==> config.mk <==
export PLATFORM = sky130hd
export DESIGN_NAME = aes_sub_bytes_masked_serial
export DESIGN_NICKNAME = d
export VERILOG_FILES = /design/src/rtl/aes_pkg.sv /design/src/rtl/aes_sbox_canright_masked_noreuse.sv /design/src/rtl/aes_sub_bytes_masked_serial.sv
export SDC_FILE = /design/constraint.sdc
export NUM_CORES = 2
export LEC_CHECK = 0
export ABC_AREA = 1
export CAP_MARGIN = 20
export CORE_ASPECT_RATIO = 1.4
export CORE_UTILIZATION = 40
export CTS_CLUSTER_SIZE = 28
export DETAILED_ROUTE_END_ITERATION = 10
export PLACE_DENSITY = 0.66
export SKIP_CTS_REPAIR_TIMING = 1
export SKIP_LAST_GASP = 1
export SYNTH_ARGS = -nofsm -noshare
export SYNTH_HDL_FRONTEND = slang
export SYNTH_HIERARCHICAL = 1
export SYNTH_SLANG_ARGS = --single-unit
==> constraint.sdc <==
create_clock -name clk_i -period 17.55 [get_ports clk_i]
set_input_delay 3.51 -clock clk_i [delete_from_list [all_inputs] [get_ports clk_i]]
set_output_delay 3.51 -clock clk_i [all_outputs]
set_load 0.005 [all_outputs]
==> src/rtl/aes_pkg.sv <==
// Shared constants and encodings for the byte-serial masked SubBytes engine.
package aes_pkg;

    localparam int NumStateBytes = 16;
    localparam int PrdWidth      = 18;

    typedef enum logic [1:0] {
        CIPH_FWD = 2'b01,
        CIPH_INV = 2'b10
    } ciph_op_e;

    // Pairwise Hamming distance >= 3, so a single flipped bit never lands on a legal state.
    typedef enum logic [5:0] {
        SB_IDLE = 6'b000111,
        SB_RUN  = 6'b111000,
        SB_DONE = 6'b101101
    } sb_state_e;

endpackage

==> src/rtl/aes_sbox_canright_masked_noreuse.sv <==
// Masked S-box slot: takes one masked byte plus its mask, substitutes it
// (forward or inverse) and returns the result under the fresh mask prd_i[7:0].
module aes_sbox_canright_masked_noreuse
    import aes_pkg::*;
(
    input  logic [1:0]          op_i,
    input  logic [7:0]          data_i,
    input  logic [7:0]          mask_i,
    input  logic [PrdWidth-1:0] prd_i,
    output logic [7:0]          data_o,
    output logic [7:0]          mask_o
);

    function automatic logic [7:0] gf_mul(input logic [7:0] a, input logic [7:0] b);
        logic [7:0] p;
        logic [7:0] t;
        p = 8'h00;
        t = a;
        for (int i = 0; i < 8; i++) begin
            if (b[i]) p = p ^ t;
            t = {t[6:0], 1'b0} ^ (t[7] ? 8'h1b : 8'h00);
        end
        return p;
    endfunction

    // a^254 is the multiplicative inverse in GF(2^8) and maps 0 to 0.
    function automatic logic [7:0] gf_inv(input logic [7:0] a);
        logic [7:0] r;
        r = 8'h01;
        for (int i = 7; i >= 0; i--) begin
            r = gf_mul(r, r);
            if (i != 0) r = gf_mul(r, a);
        end
        return r;
    endfunction

    function automatic logic [7:0] rotl(input logic [7:0] v, input int unsigned n);
        return (v << n) | (v >> (8 - n));
    endfunction

    function automatic logic [7:0] fwd_affine(input logic [7:0] v);
        return v ^ rotl(v, 1) ^ rotl(v, 2) ^ rotl(v, 3) ^ rotl(v, 4) ^ 8'h63;
    endfunction

    function automatic logic [7:0] inv_affine(input logic [7:0] v);
        return rotl(v, 1) ^ rotl(v, 3) ^ rotl(v, 6) ^ 8'h05;
    endfunction

    logic [7:0] x;
    logic [7:0] y;
    logic       unused_prd;

    assign x = data_i ^ mask_i;

    always_comb begin
        y = 8'h00;
        if (op_i == CIPH_INV) begin
            y = gf_inv(inv_affine(x));
        end else begin
            y = fwd_affine(gf_inv(x));
        end
    end

    assign data_o     = y ^ prd_i[7:0];
    assign mask_o     = prd_i[7:0];
    assign unused_prd = ^prd_i[PrdWidth-1:8];

endmodule

==> src/rtl/aes_sub_bytes_masked_serial.sv <==
// Byte-serial masked SubBytes/InvSubBytes: one S-box, one byte per prd handshake.
//   state   | meaning
//   SB_IDLE | waiting for en_i; rejects illegal op with an err_o pulse
//   SB_RUN  | streaming bytes through the S-box, one per valid prd
//   SB_DONE | result held on out_req_o until out_ack_i or en_i drop
module aes_sub_bytes_masked_serial
    import aes_pkg::*;
#(
    parameter int NumBytes = 16,
    parameter int PrdW     = 18
) (
    input  logic                  clk_i,
    input  logic                  rst_ni,
    input  logic                  en_i,
    input  logic [1:0]            op_i,
    input  logic [8*NumBytes-1:0] data_i,
    input  logic [8*NumBytes-1:0] mask_i,
    input  logic [PrdW-1:0]       prd_i,
    input  logic                  prd_valid_i,
    output logic                  prd_consume_o,
    output logic                  out_req_o,
    input  logic                  out_ack_i,
    output logic [8*NumBytes-1:0] data_o,
    output logic [8*NumBytes-1:0] mask_o,
    output logic                  busy_o,
    output logic                  err_o
);

    if (NumBytes != NumStateBytes) begin : g_bad_num_bytes
        $error("aes_sub_bytes_masked_serial: NumBytes must be 16");
    end
    if (PrdW != PrdWidth) begin : g_bad_prd_w
        $error("aes_sub_bytes_masked_serial: PrdW must be 18");
    end

    sb_state_e             state_q, state_d;
    logic [3:0]            cnt_q;
    logic [1:0]            op_q;
    logic [8*NumBytes-1:0] data_q, mask_q;
    logic [8*NumBytes-1:0] data_out_q, mask_out_q;
    logic                  out_req_q;
    logic                  err_q;

    logic                  load, clear, wr_byte, set_req, err_d;
    logic [7:0]            sbox_data, sbox_mask;
    logic [6:0]            byte_idx;

    assign byte_idx = {cnt_q, 3'b000};

    aes_sbox_canright_masked_noreuse u_sbox (
        .op_i   (op_q),
        .data_i (data_q[byte_idx +: 8]),
        .mask_i (mask_q[byte_idx +: 8]),
        .prd_i  (prd_i),
        .data_o (sbox_data),
        .mask_o (sbox_mask)
    );

    always_ff @(posedge clk_i) begin
        if (!rst_ni) begin
            state_q <= SB_IDLE;
        end else begin
            state_q <= state_d;
        end
    end

    always_comb begin
        state_d = state_q;
        load    = 1'b0;
        clear   = 1'b0;
        wr_byte = 1'b0;
        set_req = 1'b0;
        err_d   = 1'b0;
        case (state_q)
            SB_IDLE: begin
                if (en_i) begin
                    if (op_i == CIPH_FWD || op_i == CIPH_INV) begin
                        load    = 1'b1;
                        state_d = SB_RUN;
                    end else begin
                        err_d = 1'b1;
                    end
                end
            end
            SB_RUN: begin
                if (!en_i) begin
                    clear   = 1'b1;
                    state_d = SB_IDLE;
                end else if (prd_valid_i) begin
                    wr_byte = 1'b1;
                    if (cnt_q == 4'd15) begin
                        set_req = 1'b1;
                        state_d = SB_DONE;
                    end
                end
            end
            SB_DONE: begin
                // Ack wins over a still-high en_i; a new start must be seen in IDLE.
                if (out_ack_i || !en_i) begin
                    clear   = 1'b1;
                    state_d = SB_IDLE;
                end
            end
            default: begin
                clear   = 1'b1;
                err_d   = 1'b1;
                state_d = SB_IDLE;
            end
        endcase
    end

    always_ff @(posedge clk_i) begin
        if (!rst_ni || clear) begin
            cnt_q      <= 4'd0;
            op_q       <= 2'b00;
            data_q     <= '0;
            mask_q     <= '0;
            data_out_q <= '0;
            mask_out_q <= '0;
            out_req_q  <= 1'b0;
        end else begin
            if (load) begin
                cnt_q  <= 4'd0;
                op_q   <= op_i;
                data_q <= data_i;
                mask_q <= mask_i;
            end
            if (wr_byte) begin
                data_out_q[byte_idx +: 8] <= sbox_data;
                mask_out_q[byte_idx +: 8] <= sbox_mask;
                if (cnt_q != 4'd15) cnt_q <= cnt_q + 4'd1;
            end
            if (set_req) out_req_q <= 1'b1;
        end
    end

    always_ff @(posedge clk_i) begin
        if (!rst_ni) begin
            err_q <= 1'b0;
        end else begin
            err_q <= err_d;
        end
    end

    assign prd_consume_o = wr_byte;
    assign out_req_o     = out_req_q;
    assign data_o        = data_out_q;
    assign mask_o        = mask_out_q;
    assign busy_o        = (state_q != SB_IDLE);
    assign err_o         = err_q;

endmodule

==> metrics.md <==
| Metric | Value |
|---|---|
| HPWL Detailed | ~210000 um |
| Syn_nets | between 10k and 15k |
| IO Pins | around 540 |
| Yosys top cell area share | between 20% and 30% |
| Minimum clock period | about 18 ns |
| Die Ht | 499.8 um |
| DP Area | 0.08813 mm2 |
| Grt ovf | 0 |
| Endpoints failing setup | around 130 |
| Per-cell routed wire length | 16.26 um |
| YS warnings | 6 |
| Synth area leaders | nand2_1 30%, dfxtp_1 15%, nand3_1 14% |
| Tightest Pin Transition | about 1.1 ns |
| Setup Crit Path Kind | flop to flop |
| FMAX | around 55 MHz |
| CP max stage cell | dfxtp_4 |
| DRC | 0 |
| First DRT Iteration DRCs | 6745 |
| WL final | 286700 um |
| CTS sink cnt | ~520 |
| Most frequent cells in the layout | 4727 x nand2_1, 1624 x buf_4, 1439 x nand3_1, 1411 x inv_1, 1286 x nand2_2 |
| Endpoint class of the critical path | flop |
| Async set or reset register ratio after synthesis | 0% |
| RSZ-0062 raised after global routing | true |
| Clock skew | slightly below 0.04 ns |
| Final WS setup | -0.6964 ns |
| H-tree levels | 2 |
| Hold Vio Cnt, Final | 0 |
| I/O Buffers | 530 |
| Cell taking the most area after synthesis | nand2_1 |
| CTS tree | built |
| Cell area after synthesis | between 0.07 and 0.08 mm2 |
| First-pass GRT wire length | 410100 um |
| Starting Density | roughly 40% |
| Clk root buf | clkbuf_16 |
| Period utilization | 104.0% |
| Vias in the first global route | about 77k |
| Worst stage delay on the critical path | roughly 0.35 ns |
| GRT Overall Usage | roughly 28% |
| Synth Flop Type | dfxtp_1 |
| FF+latch count, synth | 524 |
| Commonest non-fill, non-tap cell in the layout | nand2_1 |
| DIE AREA | between 0.15 and 0.2 mm2 |
| Setup TNS | -69.98 ns |
| Vias per cell | 5.124 |
| Via count | approximately 90k |
| Cell mode on critical path | nand2_2 |
| Outcome | finished with violations |
| GPL Wtd Cong | ~0.95 |
| Mapped Cells | roughly 13k |
| Clk slew on worst S/H paths | ~0.070 ns |
| Cell variety after synth | 56 |
| Clk buf depth | 3 |
| Fin util | roughly 58% |
| Site row count | 182 |
| Worst setup SP type | flop |
| Post-route ant nets | 0 |
| Largest net degree at the start of global routing | between 150 and 200 |
| Cts bufs inserted | slightly below 50 |
| Worst Path Required | about 18 ns |
| Failing checks | negative setup slack |
| Worst-Skew Late Latency | roughly 0.63 ns |
| Max Cap Viol | 0 |
| Drt pass-1 iters | 6 |
| Register area share after synthesis | between 10% and 20% |
| Min-Delay Path Class | flop to flop |
| Layout cells sized above 1 | between 30% and 40% |
| Core area | between 0.15 and 0.2 mm2 |
| Worst Path Arrival | about 19 ns |
| P&R area growth vs syn | 44.95% |
| Post-route cell area | 0.1026 mm2 |
| Die X | between 300 and 400 um |
| Syn avg cell area | 5.321 um2 |
| Max-slew headroom | between 20 and 30% |
| Slew Limit Fails | 0 |
| Initial antenna violation count | 28 |
| Worst-path fanout max | 8 |
| Post-synth EDFFs | 0 |
| Nets@finish | between 15k and 20k |
## critical path, delay by kind of cell (launching register included)
family	cells	cell delay (ns)
xor+xnor	2	0.38
fa+ha+maj	3	0.78
compound gates	4	0.53
flops	1	0.35
simple gates	121	11.50
buf+inv	45	4.53
## path summary, 6_finish.rpt
path         startpoint    endpoint  slack (ns)  depth (start not counted)
max reg2reg    cnt_q[0]  data_o[79]       -0.70                        175
max            cnt_q[0]  data_o[79]       -0.70                        175
min           mask_o[2]   mask_o[2]        0.46                          2
min reg2reg   mask_o[2]   mask_o[2]        0.46                          2
## registers in the layout (all words and copies together), names as in the netlist
| name | flops |
|---|---|
| data_o | 128 |
| data_q | 128 |
| mask_o | 128 |
| mask_q | 128 |
| cnt_q | 4 |
| state_q | 4 |
| op_q | 2 |
| err_o | 1 |
| out_req_o | 1 |
## final cells by class
cell class                      instances  area, um2
Antenna cell                           16      40.04
Clock buffer                           71       1450
Clock inverter                         16      265.3
Fill cell                           16809      73180
Inverter                             1774       6973
Multi-Input combinational cell      10564      59790
Sequential cell                       524      10500
Tap cell                             2300       2878
Timing Repair Buffer                 2361      20720
Timing Repair inverter                  1      8.758
## cells in the mapped netlist, types with 48 or more instances
| library cell | count |
|---|---|
| nand3b_1 | 78 |
| nand2_4 | 206 |
| buf_4 | 65 |
| dfxtp_1 | 524 |
| buf_2 | 130 |
| xor2_1 | 77 |
| inv_2 | 213 |
| buf_6 | 73 |
| nand3_1 | 1949 |
| nor2_1 | 949 |
| xnor2_1 | 49 |
| a21oi_1 | 135 |
| clkbuf_1 | 94 |
| o21ai_0 | 136 |
| nand2_2 | 673 |
| nand3_2 | 212 |
| inv_1 | 1503 |
| o21ai_1 | 54 |
| clkbuf_8 | 48 |
| nand4_1 | 138 |
| nand2_1 | 5631 |
## metal layers
layer	global-route usage (%)	wire length [um]
met1	33.17	109400
met2	50.96	141800
met3	2.849	17320
met4	14.63	18120
met5	0	103
## kinds of logic after synthesis
group                    synth area share [%]
AND/OR/NAND/NOR                         65.46
buffers and inverters                   14.60
XOR/XNOR                                1.882
adder cells (fa/ha/maj)                0.3358
AO/OA/AOI/OAI                           2.897
flip-flops                              14.82
## stage by stage
| stage | hold slack (ns) | setup WS [ns] | std cells |
|---|---|---|---|
| after global placement | 0.4482 | -1.154 | 17197 |
| final | 0.4622 | -0.6964 | 17627 |
| after CTS | 0.4615 | -1.414 | 17284 |
| after floorplan | 0.4565 | 0.003274 | 13304 |
| after detailed placement | 0.4512 | -1.353 | 17197 |
| after global routing | 0.4814 | -1.958 | 17624 |
Power is left out: the tool's default activity adds up to more than one toggle a clock period on the data nets, which glitch-free logic cannot reach.
